===== src/rtl/nn_stream_loader.sv =====
// Avalon-MM read master: fetches len_words words of one selectable region from SDRAM
// and streams them out through a credit-limited FIFO with valid/ready/last.
module nn_stream_loader #(
  parameter int                DATA_W        = 32,
  parameter int                ADDR_W        = 25,
  parameter int                LBITS         = 2,
  parameter logic [ADDR_W-1:0] BASE_ADDR     = '0,
  parameter logic [ADDR_W-1:0] REGION_STRIDE = 'h10000,
  parameter int                LEN_W         = 16,
  parameter int                FIFO_DEPTH    = 16,
  parameter int                MAX_PEND      = 8
) (
  input  logic              clk,
  input  logic              reset_n,
  input  logic              get_data,
  input  logic [LBITS-1:0]  which_data,
  input  logic [LEN_W-1:0]  len_words,
  output logic              busy,
  output logic              done,
  output logic [ADDR_W-1:0] avm_address,
  output logic              avm_read,
  input  logic              avm_waitrequest,
  input  logic [DATA_W-1:0] avm_readdata,
  input  logic              avm_readdatavalid,
  output logic [DATA_W-1:0] out_data,
  output logic              out_valid,
  input  logic              out_ready,
  output logic              out_last
);

  localparam int PW = (FIFO_DEPTH > 1) ? $clog2(FIFO_DEPTH) : 1;
  localparam int CW = PW + 1;
  localparam logic [CW-1:0]     DEPTH_C  = CW'(FIFO_DEPTH);
  localparam logic [CW-1:0]     MAXP_C   = CW'(MAX_PEND);
  localparam logic [ADDR_W-1:0] ADDR_INC = ADDR_W'(DATA_W / 8);

  typedef enum logic [1:0] {S_IDLE, S_READ, S_DRAIN, S_DONE} state_t;

  state_t            state_q, state_d;
  logic [ADDR_W-1:0] addr_q, addr_d;
  logic [LEN_W-1:0]  issue_q, issue_d;
  logic [LEN_W-1:0]  pop_left_q, pop_left_d;
  logic [CW-1:0]     pend_q, pend_d;
  logic [CW-1:0]     cnt_q, cnt_d;
  logic [PW-1:0]     wptr_q, wptr_d;
  logic [PW-1:0]     rptr_q, rptr_d;
  logic              rd_q, rd_d;
  logic [CW:0]       occ;
  logic [ADDR_W-1:0] start_addr;
  logic              accept, push, pop;
  logic [DATA_W-1:0] mem [FIFO_DEPTH];

  always_comb begin
    accept     = rd_q & ~avm_waitrequest;
    push       = avm_readdatavalid;
    pop        = (cnt_q != '0) & out_ready;
    start_addr = BASE_ADDR + ADDR_W'(which_data) * REGION_STRIDE;

    state_d    = state_q;
    addr_d     = addr_q;
    issue_d    = issue_q;
    pend_d     = pend_q + CW'(accept) - CW'(push);
    cnt_d      = cnt_q + CW'(push) - CW'(pop);
    wptr_d     = push ? wptr_q + PW'(1) : wptr_q;
    rptr_d     = pop ? rptr_q + PW'(1) : rptr_q;
    pop_left_d = pop ? pop_left_q - LEN_W'(1) : pop_left_q;

    case (state_q)
      S_IDLE: begin
        if (get_data) begin
          addr_d = start_addr;
          if (len_words != '0) begin
            issue_d    = len_words;
            pop_left_d = len_words;
            state_d    = S_READ;
          end else begin
            state_d = S_DONE;
          end
        end
      end
      S_READ: begin
        if (accept) begin
          addr_d  = addr_q + ADDR_INC;
          issue_d = issue_q - LEN_W'(1);
          if (issue_q == LEN_W'(1)) state_d = S_DRAIN;
        end
      end
      S_DRAIN: begin
        if (pop && pop_left_q == LEN_W'(1)) state_d = S_DONE;
      end
      S_DONE:  state_d = S_IDLE;
      default: state_d = S_IDLE;
    endcase

    // Credit check on post-edge counts: in-flight reads plus stored words never exceed
    // the FIFO, and the term cannot rise while a stalled read waits, so avm_read holds.
    occ  = {1'b0, pend_d} + {1'b0, cnt_d};
    rd_d = (issue_d != '0) && (pend_d < MAXP_C) && (occ < {1'b0, DEPTH_C});
  end

  always_ff @(posedge clk) begin
    if (!reset_n) begin
      state_q    <= S_IDLE;
      addr_q     <= '0;
      issue_q    <= '0;
      pop_left_q <= '0;
      pend_q     <= '0;
      cnt_q      <= '0;
      wptr_q     <= '0;
      rptr_q     <= '0;
      rd_q       <= 1'b0;
    end else begin
      state_q    <= state_d;
      addr_q     <= addr_d;
      issue_q    <= issue_d;
      pop_left_q <= pop_left_d;
      pend_q     <= pend_d;
      cnt_q      <= cnt_d;
      wptr_q     <= wptr_d;
      rptr_q     <= rptr_d;
      rd_q       <= rd_d;
    end
  end

  always_ff @(posedge clk) begin
    if (push) mem[wptr_q] <= avm_readdata;
  end

  assign avm_address = addr_q;
  assign avm_read    = rd_q;
  assign busy        = (state_q == S_READ) || (state_q == S_DRAIN);
  assign done        = (state_q == S_DONE);
  assign out_data    = mem[rptr_q];
  assign out_valid   = (cnt_q != '0);
  assign out_last    = out_valid && (pop_left_q == LEN_W'(1));

endmodule


===== config.mk =====
export PLATFORM = sky130hd
export DESIGN_NAME = nn_stream_loader
export DESIGN_NICKNAME = d
export VERILOG_FILES = /design/src/rtl/nn_stream_loader.sv
export SDC_FILE = /design/constraint.sdc
export NUM_CORES = 1
export LEC_CHECK = 0
export ABC_AREA = 1
export CAP_MARGIN = 20
export CORE_UTILIZATION = 40
export CTS_CLUSTER_DIAMETER = 50
export DETAILED_ROUTE_END_ITERATION = 10
export PLACE_DENSITY = 0.62
export SLEW_MARGIN = 15
export SYNTH_ARGS = -nofsm -noshare
export SYNTH_HDL_FRONTEND = slang
export SYNTH_SLANG_ARGS = --single-unit

===== constraint.sdc =====
create_clock -name clk -period 5.8 [get_ports clk]
set_input_delay 0.58 -clock clk [delete_from_list [all_inputs] [get_ports clk]]
set_output_delay 0.58 -clock clk [all_outputs]
set_load 0.005 [all_outputs]

Word level (Yosys, flattened, before mapping)
Memory sizes are Yosys's and may differ from the RTL's. A register that Yosys moved wholly into a read port is not among the register bits.
Cells that the tools add are included.

word-level totals
  bits in registers = 78
  latch bits = 0
  RAM bits = 512
  memory bits (read-only) = 0
  input bits = 56
  output and inout bits = 62
  word-level logic and storage cells = 67
  memories kept = 1

operators by class
  add/sub/neg operators = 10
  multiply operators = 0
  div/mod/pow operators = 0
  $lt $le $gt $ge = 2
  equality and inequality tests = 9
  shift-type cells = 0
  muxes and demuxes = 21
  bitwise logic cells = 3
  reductions and logical operators = 12

memory list
  name  words  bits a word  read ports  clocked after Yosys merged registers in  wr ports  RTL line  text
  mem   16     32           1           1                                        1         51        logic [DATA_W-1:0] mem [FIFO_DEPTH];

operator list
  cell                   count
  $mux 16                7
  $mux 25                2
  $pmux 25 s2            1
  $eq 16x1->1 const B    2
  $pmux 16 s2            1
  $reduce_bool 16->1     2
  $sub 16x1->16 const B  2
  $add 25x3->25 const B  1
  $add 5x1->5            2
  $mux 2                 5
  $sub 5x1->5            2
  $add 4x1->4 const B    2
  $mux 4                 2
  $ne 2x2->1 const B     4
  $pmux 2 s4             1
  $add 5x5->6            1
  $lt 6x5->1 const B     1
  $lt 5x4->1 const B     1
  $reduce_bool 5->1      1
  $eq 2x2->1 const B     2
  $logic_and 1x1->1      4
  $reduce_and 4->1       1
  $reduce_and 3->1       1
  $and 1x1->1            2
  other kinds (6)        7

Logic depth before layout (Yosys ltp)
Gate-level depths: netlist (run 1).

  depth after elaboration = 7
  mapped depth = 18
  gate-level depth less buffers = 18

Least setup slack after synthesis (run 1)
OpenSTA, ideal clock, no wires.

  kind = input to register
  from = input port avm_waitrequest
  to = register rd_q, in the netlist avm_read
  setup time = 0.070 ns
  arrival time = 2.937 ns
  data required time = 5.730 ns
  slack = 2.793 ns
  stages on the path = 16
  path buffers = 0
  path through = nor2_2 inv_1 ha_1 inv_1 ha_1 inv_1 fa_1 nor2_1 o21ai_0 nand2_1 xnor2_1 inv_1 ha_1 nor4_1 o2111ai_1 a21oi_1

between the ends
  cells in the longest elaborated chain, start to end = 7
  elaborated cells between the ends (all ways) = 12
  those cells by class = add/sub: 3; order compare: 2; mux: 2; bitwise: 2; reduce/logical: 3

RTL lines
  item                                             RTL line  text
  start: declaration                               22        input logic avm_waitrequest,
  $not 1->1 *                                      54        accept = rd_q & ~avm_waitrequest;
  $and 1x1->1 *                                    54
  $add 5x1->5 *                                    62        pend_d = pend_q + CW'(accept) - CW'(push);
  $sub 5x1->5 *                                    62
  via pend_d[4]                                    43        logic [CW-1:0] pend_q, pend_d;
  $add 5x5->6 or $lt 5x4->1 (tied branches)        97, 98
  $lt 6x5->1 or $logic_and 1x1->1 (tied branches)  98        rd_d = (issue_d != '0) && (pend_d < MAXP_C) && (occ < {1'b0, DEPTH_C});
  $logic_and 1x1->1 *                              98
  end signal: assignment                           121       rd_q <= rd_d;
  end: declaration                                 47        logic rd_q, rd_d;

The timed path passes the listed nets; every way through them passes the cells marked *.
A chain may end at the register's enable or synchronous reset.

==> metrics.md, run 1 <==
| Metric | Value |
|---|---|
| CP arrival | `about 3.5 ns` |
| Post-synth ARST share | `0%` |
| Yosys top cell area share | `60.8%` |
| Die area | `0.0643 mm²` |
| Fin crit share | `approximately 71%` |
| Worst hold path type | `flip-flop to flip-flop` |
| Ratio of cells with drive above 1 in the final layout | `7.94%` |
| Die X | `253 µm` |
| Pwr dens | `slightly above 400 mW/mm²` |
| Number of synthesized register bits | `592` |
| Layout Skew | `0.0212 ns` |
| Num CTS Buffers | `between 70 and 80` |
| Critical Path RT | `5.22 ns` |
| Syn avg cell area | `between 10 and 15 µm²` |
| DP Worst Slack | `1.98 ns` |
| Unrepaired setup endpoints after global routing | `false` |
| Max_slew headroom | `28.6%` |
| Net Sw Frac | `30.5%` |
| Crit Path Category | `flip-flop to primary output` |
| Static leakage | `0.0105 µW` |
| Post-synth EDFFs | `512` |
| Vias per std cell | `5.28` |
| Mapped Area | `0.0253 mm²` |
| Pre-Repair DR Iteration Count | `5` |
| DP Area | `0.0274 mm²` |
| Hpwl dp | `around 34 mm` |
| Wirelength, routed | `62.0 mm` |
| Final instance area | `slightly below 0.03 mm²` |
| Synth unique cells | `47` |
| Worst-Margin Slew | `1.07 ns` |
| Root buf cell | `clkbuf_16` |
| Outcome | `completed` |
| Global-route wire length before repair | `94.1 mm` |
| Worst-path clk slew | `0.06 ns` |
| IO Port Bufs | `115` |
| Synthesis-to-layout area growth | `17.5%` |
| Critical path startpoint category | `flip-flop` |
| Primary FF master, synth | `edfxtp_1` |
| Core Box Area | `between 0.06 and 0.07 mm²` |
| GPL Wtd Cong | `0.865` |
| DRC | `0` |
| Cts hold-fix bufs | `0` |
| Max-cap violations | `0` |
| Pwr Total | `about 12,000 µW` |
| FILL cells | `5,355` |
| Io pins | `between 100 and 150` |
| Core Rows | `91` |
| Initial antenna violation count | `7` |
| Fmax achieved | `around 0.24 GHz` |
| Clock tree from TritonCTS | `built` |
| Routed Antenna Nets | `0` |
| Register area share after synthesis | `67.1%` |
| Max Transition Viols Final | `0` |
| Worst skew pair latency | `0.60 ns` |
| Synth top area cells | `edfxtp_1, dfxtp_1, mux2i_1` |
| CTS resizes | `0` |
| Final Hold Viols | `0` |
| Post-CTS Setup Inserts | `0` |
| Combinational power share | `23.4%` |
| TritonCTS sink count | `592` |
| Crit path max fanout | `67` |
| Vias in the first global route | `15.9k` |
| Initial Util | `40.8%` |
| Pint | `8450 µW` |
| Maximum VDD drop | `0.000225 V` |
| Average wire per standard cell | `20.0 µm` |
| Clk buf depth | `3` |
| Gr ovfl total | `0` |
| Vias | `16.4k` |
| CP endpoint kind | `primary output` |
| Synth Warn # | `0` |
| Part of the power in registers | `41.1%` |
| Initial DRC count | `about 1.3k` |
| Synth Instances | `2,103` |
| # H-tree levels | `3` |
| Final setup fails | `0` |
| Sum Neg Setup Slack | `0 ns` |
| Die Ht | `about 250 µm` |
| PnR worst setup slack | `1.68 ns` |
| Largest net degree at the start of global routing | `around 130` |
| Minimum clock period | `4.12 ns` |
| Sw power | `3700 µW` |
| Total Nets Final | `2,301` |
| Clock Power Share | `35.5%` |
| GRT Overall Usage | `about a fifth` |
| Cell taking the most area after synthesis | `edfxtp_1` |
==> cells in the mapped netlist, drive strengths merged, types with 5 or more instances <==
cell and n:
nor2 131, buf 46, edfxtp 512, nor4 5, clkbuf 63, nand3 104
xnor2 7, mux2i 128, o211ai 129, inv 241, a21oi 175, nor3 16
dfxtp 80, ha 28, nand2 186, nand4 19, xor2 11, o21ai 197
==> power by group through the flow <==
stage | clock [µW] | sequential, µW | combinational [µW]
after floorplan | 0 | 4950 | 2040
after global placement | 0 | 5080 | 2780
final | 4310 | 5000 | 2840
after global routing | 4540 | 5020 | 3210
after CTS | 4390 | 5000 | 2850
after detailed placement | 0 | 5080 | 2830
==> registers in the layout, summed over array words and instances (netlist names), named ones only <==
register     flops
state_q          2
mem            512
pend_q           5
avm_read         1
wptr_q           4
pop_left_q      16
cnt_q            5
issue_q         16
avm_address     23
rptr_q           4
==> metal layers <==
metal	track usage, %	vias up	routed length, µm
li1	-	7788	-
met1	25.7	8013	26800
met2	32.2	469	29800
met3	4.34	106	4150
met4	5.56	10	1200
met5	0	-	68
==> logic make-up (layout without fill, tap and decap cells) <==
group | Yosys count | after routing | share of synthesized area [%]
flip-flops | 592 | 592 | 67.1
AO/OA/AOI/OAI | 513 | 513 | 11.6
AND/OR/NAND/NOR | 468 | 468 | 8.45
buffers and inverters | 353 | 516 | 5.63
multiplexers | 128 | 128 | 5.06
adder cells (fa/ha/maj) | 30 | 30 | 1.54
XOR/XNOR | 18 | 18 | 0.623
other | 1 | 4 | 0.0148
==> worst max-delay path, stage by stage (launching register included) <==
cell and delay [ns]:
dfxtp_4 0.96, buf_4 0.80, a21oi_1 0.07, o21ai_0 0.11, o21ai_0 0.10, o211ai_1 0.20
nand2_1 0.17, clkdlybuf4s50_1 0.48
==> cell usage in the layout, fill, tap and decap left out, types with 7 or more instances in the layout <==
| cell type | synthesis | final |
|---|---|---|
| a21oi_1 | 175 | 175 |
| buf_4 | 14 | 28 |
| o21ai_0 | 195 | 195 |
| nor2_1 | 123 | 107 |
| clkdlybuf4s50_1 | 0 | 115 |
| nor2_4 | 4 | 20 |
| nor3_1 | 16 | 16 |
| nand3_1 | 101 | 101 |
| xor2_1 | 11 | 11 |
| dfxtp_1 | 80 | 76 |
| nand4_1 | 19 | 19 |
| clkbuf_1 | 63 | 10 |
| inv_1 | 240 | 238 |
| ha_1 | 28 | 28 |
| xnor2_1 | 7 | 7 |
| edfxtp_1 | 512 | 512 |
| nand2_1 | 179 | 179 |
| mux2i_1 | 128 | 128 |
| o211ai_1 | 129 | 129 |
| clkbuf_16 | 0 | 72 |
| clkinv_2 | 0 | 8 |
| clkinv_1 | 2 | 15 |
==> layout make-up <==
cell class | count | area (µm²) | area share, %
diodes | 2 | 5.00 | 0.0168
clock buffers | 85 | 1880 | 6.33
clock inverters | 41 | 422 | 1.42
inverters | 244 | 926 | 3.12
multi-input cells | 1159 | 7020 | 23.6
flip-flops and latches | 592 | 17000 | 57.2
well taps | 837 | 1050 | 3.52
repair buffers | 146 | 1430 | 4.81
==> path summary, 6_finish.rpt <==
| path | cells past startpoint | end | slack [ns] | startpoint |
|---|---|---|---|---|
| hold / removal | 1 | avm_address[24] | 0.46 | avm_address[24] |
| hold reg to reg | 1 | avm_address[24] | 0.46 | avm_address[24] |
| setup / recovery | 7 | out_data[2] | 1.68 | flip-flop |
| setup reg to reg | 17 | avm_read | 2.53 | avm_read |
==> stage by stage <==
stage / hold slack [ns] / std cells / utilization (%)
after floorplan: 0.446 / 2104 / -
after global placement: 0.442 / 2977 / 44.1
after detailed placement: 0.452 / 2977 / 44.1
after CTS: 0.465 / 3103 / 47.8
after global routing: 0.487 / 3105 / 47.9
final: 0.458 / 3106 / 47.9
No activity file was read; power rests on OpenSTA's default activity.
==> inputs of run 2 (changes only) <==
Clock period 5.8 ns to 4.2 ns, I/O delays scaled along.
==> metrics.md, run 2 (same netlist as run 1, synthesis figures left out) <==
| Metric | Value |
|---|---|
| Crit path max fanout | `59 (was 67)` |
| CTS resizes | `0 (unchanged)` |
| Cts hold-fix bufs | `0 (unchanged)` |
| Worst skew pair latency | `0.60 ns (about the same)` |
| Root buf cell | `clkbuf_16 (unchanged)` |
| Worst hold path type | `flip-flop to flip-flop (unchanged)` |
| Routed Antenna Nets | `0 (unchanged)` |
| # H-tree levels | `3 (unchanged)` |
| Gr ovfl total | `0 (unchanged)` |
| Static leakage | `0.0106 µW (was 0.0105 µW)` |
| Vias | `16.3k (was 16.4k)` |
| Max Transition Viols Final | `0 (unchanged)` |
| Fin Hold WS | `0.465 ns (was 0.458 ns)` |
| Commonest non-fill, non-tap cells in the layout | `edfxtp_1, inv_1, o21ai_0 (unchanged)` |
| Crit Path Category | `flip-flop to primary output (unchanged)` |
| Die X | `253 µm (unchanged)` |
| Synthesis-to-layout area growth | `18.2% (was 17.5%)` |
| Die Ht | `253 µm (unchanged)` |
| Fmax achieved | `0.278 GHz` |
| Hpwl dp | `34.1 mm (was 34.0 mm)` |
| Vias per std cell | `5.23 (was 5.28)` |
| Ratio of cells with drive above 1 in the final layout | `8.43% (was 7.94%)` |
| Initial Util | `40.8% (unchanged)` |
| Minimum clock period | `3.60 ns` |
| Vias in the first global route | `16.1k (was 15.9k)` |
| CP endpoint kind | `primary output (unchanged)` |
| Maximum VDD drop | `0.000352 V (was 0.000225 V)` |
| Final setup fails | `0 (unchanged)` |
| IO Port Bufs | `115 (unchanged)` |
| Io pins | `118 (unchanged)` |
| Largest stage delay, worst path | `0.63 ns (was 0.96 ns)` |
| Largest net degree at the start of global routing | `129 (unchanged)` |
| TritonCTS sink count | `592 (unchanged)` |
| Layout Skew | `0.0208 ns (was 0.0212 ns)` |
| Max reg flops | `512 (unchanged)` |
| GRT Overall Usage | `19.4% (was 19.5%)` |
| Worst-path clk slew | `0.06 ns (about the same)` |
| Crit-path slowest cell | `buf_4 (was dfxtp_4)` |
| Worst-Margin Slew | `1.12 ns (was 1.07 ns)` |
| Critical Path RT | `3.78 ns (was 5.22 ns)` |
| Core Box Area | `0.0621 mm² (unchanged)` |
| Outcome | `completed (unchanged)` |
| Post-CTS Setup Inserts | `0 (unchanged)` |
| Initial antenna violation count | `5 (was 7)` |
| Sum Neg Setup Slack | `0 ns (unchanged)` |
| Num CTS Buffers | `71 (was 72)` |
| Unrepaired setup endpoints after global routing | `false (unchanged)` |
| Commonest non-fill, non-tap cell in the layout | `edfxtp_1 (unchanged)` |
| Max-cap violations | `0 (unchanged)` |
| Clock tree from TritonCTS | `built (unchanged)` |
| Wirelength, routed | `61.9 mm (was 62.0 mm)` |
| Average wire per standard cell | `19.9 µm (was 20.0 µm)` |
| Clk buf depth | `3 (unchanged)` |
| Largest Register | `mem (unchanged)` |
| DRC | `0 (unchanged)` |
| Pwr dens | `570 mW/mm² (was 409 mW/mm²)` |
| Critical path startpoint category | `flip-flop (unchanged)` |
| GPL Wtd Cong | `0.884 (was 0.865)` |
| Max_slew headroom | `25.5% (was 28.6%)` |
| Total Nets Final | `2,307 (was 2,301)` |
| FILL cells | `5,415 (was 5,355)` |
| Global-route wire length before repair | `94.0 mm (was 94.1 mm)` |
| Critical-path cell list | `inv_4 -> buf_4 -> o21ai_0 -> o211ai_1 -> nand2_1 -> clkdlybuf4s50_1 (was buf_4 -> a21oi_1 -> o21ai_0 -> o21ai_0 -> o211ai_1 -> nand2_1 -> clkdlybuf4s50_1)` |
| Initial DRC count | `1,153 (was 1,332)` |
| Pre-Repair DR Iteration Count | `5 (unchanged)` |
| CP arrival | `3.18 ns (was 3.54 ns)` |
| Fin crit share | `85.6%` |
| Core Rows | `91 (unchanged)` |
| Final Hold Viols | `0 (unchanged)` |
| Die area | `0.0643 mm² (unchanged)` |
-- run 2: final timing paths --
check	from	endpoint	slack [ns]	cells after the start
worst max-delay path	flip-flop	out_data[9]	0.60	6
worst min register to register	avm_address[24]	avm_address[24]	0.46	1
worst max register to register	cnt_q[3]	avm_read	0.90	18
worst min-delay path	avm_address[24]	avm_address[24]	0.46	1
-- run 2: cell type report --
cell class	instances	area [µm²]	area share, %
clock inverters	46	504	1.69
well taps	837	1050	3.50
multi-input cells	1159	7020	23.5
repair buffers	153	1540	5.14
inverters	244	923	3.09
diodes	1	2.50	0.00837
flip-flops and latches	592	17000	56.8
clock buffers	84	1890	6.32
-- run 2: metal layers --
layer  track usage [%]  routed length [µm]
met4              7.13                1550
met1              25.7               27300
met2              30.9               28800
met3              4.48                4160
met5                 0                  54
-- run 2: power breakdown --
part           total, µW  switching, µW  leakage [µW]  internal (µW)
clock               6210           2460       0.00116           3750
sequential          6810            203       0.00528           6610
combinational       4030           2450       0.00418           1580
total              17100           5110        0.0106          11900
-- run 2: metrics by stage --
step                      utilization [%]  setup slack [ns]  instances  power, µW  area, µm²
after floorplan                         -              1.29       2104       9660      25300
after global placement               44.3             0.564       2985      10900      27500
final                                48.2             0.603       3116      17100      29900
after global routing                 48.2             0.465       3116      17900      29900
after CTS                            48.2             0.543       3115      17200      29900
after detailed placement             44.3             0.542       2985      11000      27500
-- run 2: worst max-delay path, delay by kind of cell, from the launching register on --
kind	cells	cell delay, ns
compound gates	2	0.39
buf+inv	3	1.70
flops	1	0.36
simple gates	1	0.07
